[src/rtl/mem_arbiter.sv]
// Round-robin arbiter sharing one memory between the core and an external port.
// A watchdog aborts memory transactions that never acknowledge.
module mem_arbiter #(
  parameter int AW      = 32,
  parameter int DW      = 32,
  parameter int TIMEOUT = 16
) (
  input  logic          clk,
  input  logic          rst,
  input  logic          c_req,
  input  logic          c_we,
  input  logic [AW-1:0] c_addr,
  input  logic [DW-1:0] c_wdata,
  output logic          c_ack,
  output logic [DW-1:0] c_rdata,
  input  logic          e_req,
  input  logic          e_we,
  input  logic [AW-1:0] e_addr,
  input  logic [DW-1:0] e_wdata,
  output logic          e_ack,
  output logic [DW-1:0] e_rdata,
  output logic          m_req,
  output logic          m_we,
  output logic [AW-1:0] m_addr,
  output logic [DW-1:0] m_wdata,
  input  logic [DW-1:0] m_rdata,
  input  logic          m_ack,
  output logic          err,
  output logic          owner
);

  localparam int CW = $clog2(TIMEOUT);
  localparam logic [CW-1:0] CNT_LAST = CW'(TIMEOUT - 1);

  localparam logic [1:0] IDLE   = 2'd0;
  localparam logic [1:0] BUSY_C = 2'd1;
  localparam logic [1:0] BUSY_E = 2'd2;

  logic [1:0]    state;
  logic [CW-1:0] cnt;
  logic          c_elig;
  logic          e_elig;
  logic          pick_e;
  logic          finish;
  logic [DW-1:0] rd_result;

  // A port still high in its own ack cycle must not be granted again.
  assign c_elig = c_req & ~c_ack;
  assign e_elig = e_req & ~e_ack;
  assign pick_e = e_elig & (~c_elig | ~owner);

  assign finish    = m_ack | (cnt == CNT_LAST);
  assign rd_result = m_ack ? m_rdata : '0;

  always_ff @(posedge clk or posedge rst) begin
    if (rst) begin
      state   <= IDLE;
      owner   <= 1'b1;
      cnt     <= '0;
      m_req   <= 1'b0;
      m_we    <= 1'b0;
      m_addr  <= '0;
      m_wdata <= '0;
      c_ack   <= 1'b0;
      e_ack   <= 1'b0;
      err     <= 1'b0;
      c_rdata <= '0;
      e_rdata <= '0;
    end else begin
      c_ack <= 1'b0;
      e_ack <= 1'b0;
      err   <= 1'b0;
      case (state)
        IDLE: begin
          if (c_elig || e_elig) begin
            state   <= pick_e ? BUSY_E : BUSY_C;
            owner   <= pick_e;
            m_req   <= 1'b1;
            m_we    <= pick_e ? e_we : c_we;
            m_addr  <= pick_e ? e_addr : c_addr;
            m_wdata <= pick_e ? e_wdata : c_wdata;
            cnt     <= '0;
          end
        end
        BUSY_C, BUSY_E: begin
          // m_ack in the last watchdog cycle wins over the abort.
          if (finish) begin
            state <= IDLE;
            m_req <= 1'b0;
            err   <= ~m_ack;
            if (state == BUSY_E) begin
              e_ack <= 1'b1;
              if (!m_we) e_rdata <= rd_result;
            end else begin
              c_ack <= 1'b1;
              if (!m_we) c_rdata <= rd_result;
            end
          end else begin
            // Never reaches past CNT_LAST, so the counter cannot wrap.
            cnt <= cnt + 1'b1;
          end
        end
        default: state <= IDLE;
      endcase
    end
  end

endmodule

[config.mk]
export PLATFORM = sky130hd
export DESIGN_NAME = mem_arbiter
export DESIGN_NICKNAME = d
export VERILOG_FILES = /design/src/rtl/mem_arbiter.sv
export SDC_FILE = /design/constraint.sdc
export NUM_CORES = 1
export LEC_CHECK = 0
export CORE_UTILIZATION = 40
export CTS_CLUSTER_SIZE = 24
export DETAILED_ROUTE_END_ITERATION = 8
export GPL_ROUTABILITY_DRIVEN = 0
export MAX_ROUTING_LAYER = met4
export PLACE_DENSITY = 0.8
export SYNTH_ARGS = -nofsm -noshare
export SYNTH_HDL_FRONTEND = slang
export SYNTH_SLANG_ARGS = --single-unit
[constraint.sdc]
create_clock -name clk -period 9.1 [get_ports clk]
set_input_delay 2.73 -clock clk [delete_from_list [all_inputs] [get_ports clk]]
set_output_delay 2.73 -clock clk [all_outputs]
set_load 0.01 [all_outputs]
==> flow_summary.yaml, run 1 <==
run_status:
  status: "finished, final reports clean"
clocking:
  clockRootBuffer: "clkbuf_16"
  insertion_delay_ps: 420
  post_cts_buffers: 0
  hold_buffers: 0
  clock_sinks: 140
  cts_resized: 0
  htree_levels: 4
  cts_tree: "built"
  clock_path_buffers: 2
  cts_made_buffers: 17
  path_clk_slew_ps: 60
sta:
  setup_viol: 0
  max_freq_ghz: 0.209
  fin_skew_ps: 6.29
  rsz0062_at_grt: "false"
  period_share: 0.526
  hold_ws_ps: 478
  final.min_clock_period_ps: 4780
  fin_setup_tns_ps: 0
  worstMarginPinSlew_ps: 1200
  max-slew-margin-rel: 0.198
  final-max-slew-violation-count: 0
  hold_viol_final: 0
yosys:
  synth_commonest_cells: "dfrtp_1, nand2_1, a22o_1"
  ys_seq_area_frac: 0.594
  synth_edf_count: 0
  synth_fp_nets: 670
  yosysUniqueCellTypes: 38
  syn_area_sq_um: 5900
  ys_seq_elements: 140
  synth.avg_cell_area_sq_um: 11.8
  synth_top_cell_by_area: "dfrtp_1"
  synth.most_common_cell: "dfrtp_1"
  async_flop_share: 1.00
  ys_warn_count: 0
  synth_cells: 499
  synth_top_flop_cell: "dfrtp_1"
  yosysTopAreaCellShare: 0.589
  yosys-top-cells-area: "dfrtp_1, a22o_1, a21o_1"
detailed_routing:
  first_pass_iters: 5
  wl_per_cell_um: 18.7
  routed_wirelength_um: 18200
  route.detailed.drc: 0
  antenna_left: 0
  viasPerCell: 5.35
  vias: 5228
  drt-initial-drc-count: 308
grt:
  grt_pass1_vias: 5225
  grt_overflow: 0
  grt_pass1_wl_um: 26900
  antenna_found_initial: 0
  grt_use_total: 0.243
  grt_max_degree: 87
cells_and_area:
  drive_gt1_frac: 0.0567
  num-fill-cells: 1047
  register_area_sq_um: 3500
  final_nets: 953
  multi_input_area_sq_um: 2160
  n_antenna_cell: 0
  area_growth_syn_to_layout_pct: 61.2
  utilization: 0.657
worst_setup_path:
  cp.arrival_ps: 5020
  criticalPathCategory: "in2reg"
  regToRegSetupSlack_ps: 6130
  required_ps: 9340
  r2r-end: "c_rdata[19]$_DFFE_PP0P_"
  cp-end-kind: "flop"
  rr_startpoint: "state[1]$_DFFE_PP0P_"
  reg2reg_depth: 5
  crit_fanout: 64
  worstSetupStartpointType: "primary input"
power:
  ir_worst_vdd_uv: 169
  powerDensity_nw_per_um2: 336
  power.leakage_nw: 4.44
die:
  die_area_sq_um: 15200
  start_util: 0.408
  coreArea_sq_um: 14500
  die_w_um: 123
  ios: 301
  row_count: 44
  die_y_um: 123
placement:
  dp_hpwl_um: 12900
  port_buffers: 300
hold_path:
  min_path_type: "reg2reg"
  hold_depth: 2
  worstHoldEndpoint: "e_rdata[22]$_DFFE_PP0P_"
  hold_start: "e_rdata[22]$_DFFE_PP0P_"
job:
  maxCapViolCount: 0
worst max-delay path by stage:
stage               start                      end  slack, ps  cells after the start
CTS                 m_ack  e_rdata[29]$_DFFE_PP0P_       4320                      5
global placement    m_ack  e_rdata[14]$_DFFE_PP0P_       4040                      5
global route        m_ack  e_rdata[27]$_DFFE_PP0P_       4000                      4
floorplan             rst          c_ack$_DFF_PP0_       2620                      1
finish              m_ack  e_rdata[29]$_DFFE_PP0P_       4320                      5
detailed placement  m_ack  e_rdata[29]$_DFFE_PP0P_       3880                      5
worst max-delay path, stage by stage:
cell	delay [ps]
buf_2	770
a31o_2	320
nand3b_2	730
nand2_1	300
o21ai_0	140
logic make-up (layout without fill, tap and decap cells):
group | after synthesis | in the layout | synth area share
buffers and inverters | 44 | 339 | 0.0407
AOI/OAI and AO/OA | 211 | 211 | 0.279
adders and majority gates | 4 | 4 | 0.00848
DFF | 140 | 140 | 0.594
and+or+nand+nor | 100 | 100 | 0.0782
power breakdown:
| part | switching, mW | total [mW] | internal [mW] | leakage (nW) |
|---|---|---|---|---|
| registers | 0.160 | 1.06 | 0.895 | 1.77 |
| logic | 0.655 | 1.48 | 0.825 | 2.39 |
| clock network | 0.251 | 0.661 | 0.409 | 0.275 |
layer usage:
layer	wire [um]	global-route usage	up-vias
met1	7130	0.271	2558
met4	363	0.100	0
met2	8870	0.394	231
li1	-	-	2410
met5	0	-	-
met3	1880	0.0886	29
stage by stage:
stage	cell area [sq um]	setup WS [ps]	instances	total power, mW
final	9510	4320	978	3.20
after global routing	9510	4000	978	3.37
after global placement	8950	4040	947	2.50
after CTS	9510	4320	978	3.22
after detailed placement	8950	3880	947	2.55
after floorplan	5900	2620	499	1.80
area by class of cell:
type	count	area share
tap	184	0.0242
timing repair buffer	304	0.318
inverter	4	0.00210
multi-input combinational	315	0.228
sequential	140	0.368
clock inverter	6	0.00631
clock buffer	25	0.0531
registers in the layout (all words and copies together), names as in the netlist, 2 cells and up:
register,count
e_rdata,32
m_wdata,32
state,2
c_rdata,32
cnt,4
m_addr,32
placed cells by master, fill, tap and decap left out, drive strengths merged:
cell,Yosys,final
ha,4,4
nand2b,2,2
nand3b,1,1
o211a,1,1
a21oi,3,3
nand4b,1,1
a21o,66,66
and3,2,2
and4b,1,1
nand4,1,1
a32o,27,27
nor2,3,3
a41oi,1,1
a31oi,2,2
and2b,1,1
nor3,1,1
a22o,67,67
a31o,1,1
dfrtp,139,139
a211oi,1,1
nand3,6,6
bufinv,0,1
clkdlybuf4s50,0,299
buf,26,5
nor2b,3,3
clkinvlp,0,2
clkbuf,14,25
o21ai,42,42
nand2,76,76
inv,4,4
dfstp,1,1
clkinv,0,3
nor4,1,1
nor3b,1,1
Note: power is estimated with default switching activity, not from simulation.
==> run 2: changes to the inputs <==
--- a/config.mk
+++ b/config.mk
@@ -5,12 +5,12 @@
 export SDC_FILE = /design/constraint.sdc
 export NUM_CORES = 1
 export LEC_CHECK = 0
-export CORE_UTILIZATION = 40
+export CORE_UTILIZATION = 36
 export CTS_CLUSTER_SIZE = 24
 export DETAILED_ROUTE_END_ITERATION = 8
 export GPL_ROUTABILITY_DRIVEN = 0
 export MAX_ROUTING_LAYER = met4
-export PLACE_DENSITY = 0.8
+export PLACE_DENSITY = 0.76
 export SYNTH_ARGS = -nofsm -noshare
 export SYNTH_HDL_FRONTEND = slang
 export SYNTH_SLANG_ARGS = --single-unit
==> constraint.sdc (replaced) <==
create_clock -name clk -period 4.1 [get_ports clk]
set_input_delay 1.23 -clock clk [delete_from_list [all_inputs] [get_ports clk]]
set_output_delay 1.23 -clock clk [all_outputs]
set_load 0.01 [all_outputs]
==> run 2 against run 1 <==
  * Final area is 0.93% higher
  * Combinational power is 130% higher
  * Sequential cell count unchanged
  * Hold slack lost 1.5 ps
  * Utilization fell by 5.5 points
  * Clock-buffer cell count down 7
  * Final cell count increased by 3.8%
  * Clock power rose by 120%
  * Worst setup slack lost 3000 ps
  * Critical path type is now reg2out
  * Largest cell class unchanged
  * Largest power group unchanged
  * Highest routed layer unchanged
==> flow_summary.yaml, run 2 (synthesis results as in run 1) <==
hold_path:
  hold_depth: 2
  min_path_type: "reg2reg"
clocking:
  cts_resized: 0
  clock_path_buffers: 2
  hold_buffers: 0
  cts_made_buffers: 17
  htree_levels: 4
  cts_tree: "built"
  clock_sinks: 140
  insertion_delay_ps: 410
  post_cts_buffers: 0
  clockRootBuffer: "clkbuf_16"
  path_clk_slew_ps: 60
detailed_routing:
  wl_per_cell_um: 19.2
  routed_wirelength_um: 19500
  route.detailed.drc: 0
  first_pass_iters: 6
  viasPerCell: 5.16
  vias: 5240
  antenna_left: 0
  drt-initial-drc-count: 272
sta:
  worstMarginPinSlew_ps: 1150
  fin_skew_ps: 7.62
  setup_viol: 0
  final-max-slew-violation-count: 0
  final.min_clock_period_ps: 2810
  fin_setup_tns_ps: 0
  max_freq_ghz: 0.356
  period_share: 0.685
  hold_viol_final: 0
  max-slew-margin-rel: 0.228
  rsz0062_at_grt: "false"
power:
  totalPowerFinal_mw: 7.14
  power.leakage_nw: 4.45
  ir_worst_vdd_uv: 409
  powerDensity_nw_per_um2: 743
placement:
  port_buffers: 300
  dp_hpwl_um: 13600
  post_dp_cell_area_sq_um: 9040
worst_setup_path:
  cpPeakStageDelay_ps: 600
  cp.arrival_ps: 1580
  cp_num_buf_inv: 1
  reg2reg_depth: 5
  worstSetupStartpointType: "flop"
  crit_path_cell_trace: "clkdlybuf4s50_1"
  critical-path-top-delay-family: "buffers and inverters"
  cp.depth: 1
  criticalPathCategory: "reg2out"
  cp-end-kind: "output port"
  required_ps: 2870
  crit_slowest_cell: "clkdlybuf4s50_1"
  crit_fanout: 4
grt:
  grt_use_total: 0.236
  grt_overflow: 0
  grt_pass1_vias: 5452
  grt_max_degree: 141
  antenna_found_initial: 1
  grt_pass1_wl_um: 29100
job:
  maxCapViolCount: 0
die:
  die_area_sq_um: 16900
  die_w_um: 130
  die_y_um: 130
  ios: 301
  row_count: 46
  coreArea_sq_um: 15900
  start_util: 0.370
cells_and_area:
  multi_input_area_sq_um: 2160
  final_nets: 957
  num-fill-cells: 1299
  register_area_sq_um: 3500
  final_design_area_no_fill_sq_um: 9600
  layout_commonest_cell: "clkdlybuf4s50_1"
  final_cell_mix: "clkdlybuf4s50_1, dfrtp_1, nand2_1"
  area_growth_syn_to_layout_pct: 62.7
  drive_gt1_frac: 0.0652
run_status:
  status: "finished, final reports clean"
-- run 2: report_power, final --
part	internal (mW)	total [mW]	switching, mW
registers	1.99	2.34	0.358
clock network	0.849	1.46	0.613
logic	1.86	3.33	1.47
total	4.70	7.14	2.44
-- run 2: worst paths after layout --
check	slack, ps	endpoint	startpoint
setup / recovery	1290	owner	owner$_DFFE_PP1P_
hold / removal	480	e_rdata[21]$_DFFE_PP0P_	e_rdata[21]$_DFFE_PP0P_
setup reg to reg	1600	e_rdata[6]$_DFFE_PP0P_	cnt[0]$_DFFE_PP0P_
hold reg to reg	480	e_rdata[21]$_DFFE_PP0P_	e_rdata[21]$_DFFE_PP0P_
max in group asynchronous	2160	err$_DFF_PP0_	rst
min in group asynchronous	1400	m_addr[21]$_DFFE_PP0P_	rst
-- run 2: layer usage --
metal,up-vias,global-route usage,share of wire
li1,2418,-,-
met1,2551,0.269,0.39
met2,243,0.387,0.49
met3,28,0.0886,0.10
met4,0,0.0677,0.017
met5,-,-,0
-- run 2: stage by stage --
step / setup WS (ps) / hold slack, ps / util / std cells
6_report: 1290 / 477 / 0.602 / 1015
5_1_grt: 1250 / 509 / 0.602 / 1015
4_1_cts: 1270 / 483 / 0.602 / 1014
3_5_place_dp: 1000 / 469 / 0.567 / 983
3_3_place_gp: 1060 / 462 / 0.567 / 983
2_1_floorplan: 1120 / 466 / - / 499
-- run 2: cell type report --
class / count / share of cell area
diodes: 1 / 0.000261
multi-input cells: 315 / 0.225
flip-flops and latches: 140 / 0.365
inverters: 4 / 0.00195
clock buffers: 18 / 0.0457
well taps: 216 / 0.0281
clock inverters: 13 / 0.0124
repair buffers: 308 / 0.321
-- run 2: tightest hold or removal path, cell delays in order (launching register included) --
cell,delay (ps)
dfrtp_1,340
nand2_1,40
o21ai_0,60
==> run 3: changes to the inputs <==
--- a/config.mk
+++ b/config.mk
@@ -5,12 +5,12 @@
 export SDC_FILE = /design/constraint.sdc
 export NUM_CORES = 1
 export LEC_CHECK = 0
-export CORE_UTILIZATION = 36
+export CORE_UTILIZATION = 40
 export CTS_CLUSTER_SIZE = 24
 export DETAILED_ROUTE_END_ITERATION = 8
 export GPL_ROUTABILITY_DRIVEN = 0
 export MAX_ROUTING_LAYER = met4
-export PLACE_DENSITY = 0.76
+export PLACE_DENSITY = 0.8
 export SYNTH_ARGS = -nofsm -noshare
 export SYNTH_HDL_FRONTEND = slang
 export SYNTH_SLANG_ARGS = --single-unit
==> constraint.sdc (replaced) <==
create_clock -name clk -period 2.8 [get_ports clk]
set_input_delay 0.84 -clock clk [delete_from_list [all_inputs] [get_ports clk]]
set_output_delay 0.84 -clock clk [all_outputs]
set_load 0.01 [all_outputs]
==> run 3 against run 2 <==
  * Combinational power is 47% higher
  * Sequential power is 47% higher
  * Hold slack better by 2.1 ps
  * Final cell count is 3.0% lower
  * Critical path type unchanged
==> flow_summary.yaml, run 3 (synthesis results as in run 1) <==
sta:
  fin_skew_ps: 10.9
  setup_viol: 0
  rsz0062_at_grt: "false"
  final.min_clock_period_ps: 2430
  final-max-slew-violation-count: 0
  period_share: 0.867
  max-slew-margin-rel: 0.608
  worstMarginPinSlew_ps: 588
  hold_viol_final: 0
  max_freq_ghz: 0.412
  fin_setup_tns_ps: 0
clocking:
  clock_sinks: 140
  post_cts_buffers: 0
  hold_buffers: 0
  clock_path_buffers: 2
  insertion_delay_ps: 410
  cts_tree: "built"
  htree_levels: 4
  cts_resized: 0
  path_clk_slew_ps: 60
  clockRootBuffer: "clkbuf_16"
  cts_made_buffers: 17
placement:
  port_buffers: 300
  dp_hpwl_um: 13100
  dp_cells: 953
worst_setup_path:
  critical-path-top-delay-family: "buffers and inverters"
  cp-end-kind: "output port"
  crit_slowest_cell: "clkdlybuf4s50_1"
  cpPeakStageDelay_ps: 600
  worstSetupStartpointType: "flop"
  crit_path_cell_trace: "clkdlybuf4s50_1"
  crit_fanout: 4
  criticalPathCategory: "reg2out"
  required_ps: 1960
  cp_num_buf_inv: 1
  cp.arrival_ps: 1590
cells_and_area:
  final_nets: 959
  final_cell_mix: "clkdlybuf4s50_1, dfrtp_1, nand2_1"
  drive_gt1_frac: 0.0687
  n_antenna_cell: 0
  layout_commonest_cell: "clkdlybuf4s50_1"
  layout.cells.non_filler: 985
  area_growth_syn_to_layout_pct: 63.0
  num-fill-cells: 1131
power:
  power.leakage_nw: 4.46
  ir_worst_vdd_uv: 744
  powerDensity_nw_per_um2: 1090
detailed_routing:
  wl_per_cell_um: 19.0
  first_pass_iters: 4
  antenna_left: 0
  viasPerCell: 5.38
  routed_wirelength_um: 18700
  drt-initial-drc-count: 251
  vias: 5296
  route.detailed.drc: 0
die:
  coreArea_sq_um: 14500
  ios: 301
  row_count: 44
  start_util: 0.408
  die_y_um: 123
  die_w_um: 123
  die_area_sq_um: 15200
grt:
  met3_usage: 0.100
  use_met1: 0.272
  grt_pass1_wl_um: 27700
  antenna_found_initial: 0
  grt_max_degree: 66
  grtUsageMet2: 0.406
  grt_overflow: 0
  grt.busiest_layer: "met2"
  grt_pass1_vias: 5514
  grt_use_total: 0.249
hold_path:
  min_path_type: "reg2reg"
job:
  maxCapViolCount: 0
run_status:
  status: "finished, final reports clean"
run 3: cell count changes in the layout (fill, tap and decap cells not counted), sizes merged:
cell,change
clkinv,-3
clkinvlp,+3
buf,+2
inv,+2
clkbuf,-1
diode,-1
run 3: worst min-delay path, stage by stage, from the launching register on:
cell	delay [ps]
dfrtp_1	340
nand2_1	50
o21ai_0	60
run 3: worst paths after layout:
path	start	to	cells after the start	slack, ps
worst max-delay path	owner$_DFFE_PP1P_	owner	1	370
worst min-delay path	e_rdata[20]$_DFFE_PP0P_	e_rdata[20]$_DFFE_PP0P_	2	480
worst max register to register	state[1]$_DFFE_PP0P_	c_rdata[19]$_DFFE_PP0P_	5	760
worst min register to register	e_rdata[20]$_DFFE_PP0P_	e_rdata[20]$_DFFE_PP0P_	2	480
max in group asynchronous	rst	e_rdata[10]$_DFFE_PP0P_	3	1510
min in group asynchronous	rst	m_addr[22]$_DFFE_PP0P_	2	710
run 3: cell type report:
| cell class | count | area (sq um) | share of cell area |
|---|---|---|---|
| inverters | 4 | 18.8 | 0.00195 |
| clock buffers | 17 | 425 | 0.0442 |
| multi-input cells | 315 | 2160 | 0.225 |
| flip-flops and latches | 140 | 3500 | 0.364 |
| repair buffers | 310 | 3140 | 0.326 |
| clock inverters | 15 | 140 | 0.0146 |
| well taps | 184 | 230 | 0.0239 |
run 3: per-stage QoR:
step / utilization / hold slack (ps) / power, mW / cell area, sq um / worst slack (ps)
2_1_floorplan: - / 466 / 5.85 / 5910 / 212
5_1_grt: 0.664 / 513 / 11.1 / 9620 / 329
3_5_place_dp: 0.625 / 470 / 8.35 / 9050 / 227
6_report: 0.664 / 479 / 10.5 / 9620 / 372
3_3_place_gp: 0.625 / 461 / 8.17 / 9050 / 302
4_1_cts: 0.664 / 483 / 10.6 / 9620 / 335
run 3: power breakdown:
group          switching, mW  internal [mW]  leakage, nW
clock                  0.903           1.23        0.255
combinational           2.15           2.76         2.44
sequential             0.518           2.91         1.77
total                   3.58           6.90         4.46
run 3: per-layer routing:
| metal | vias to the layer above | wire length [um] |
|---|---|---|
| li1 | 2421 | - |
| met1 | 2608 | 7180 |
| met2 | 228 | 9180 |
| met3 | 39 | 1890 |
| met4 | 0 | 478 |
| met5 | - | 0 |
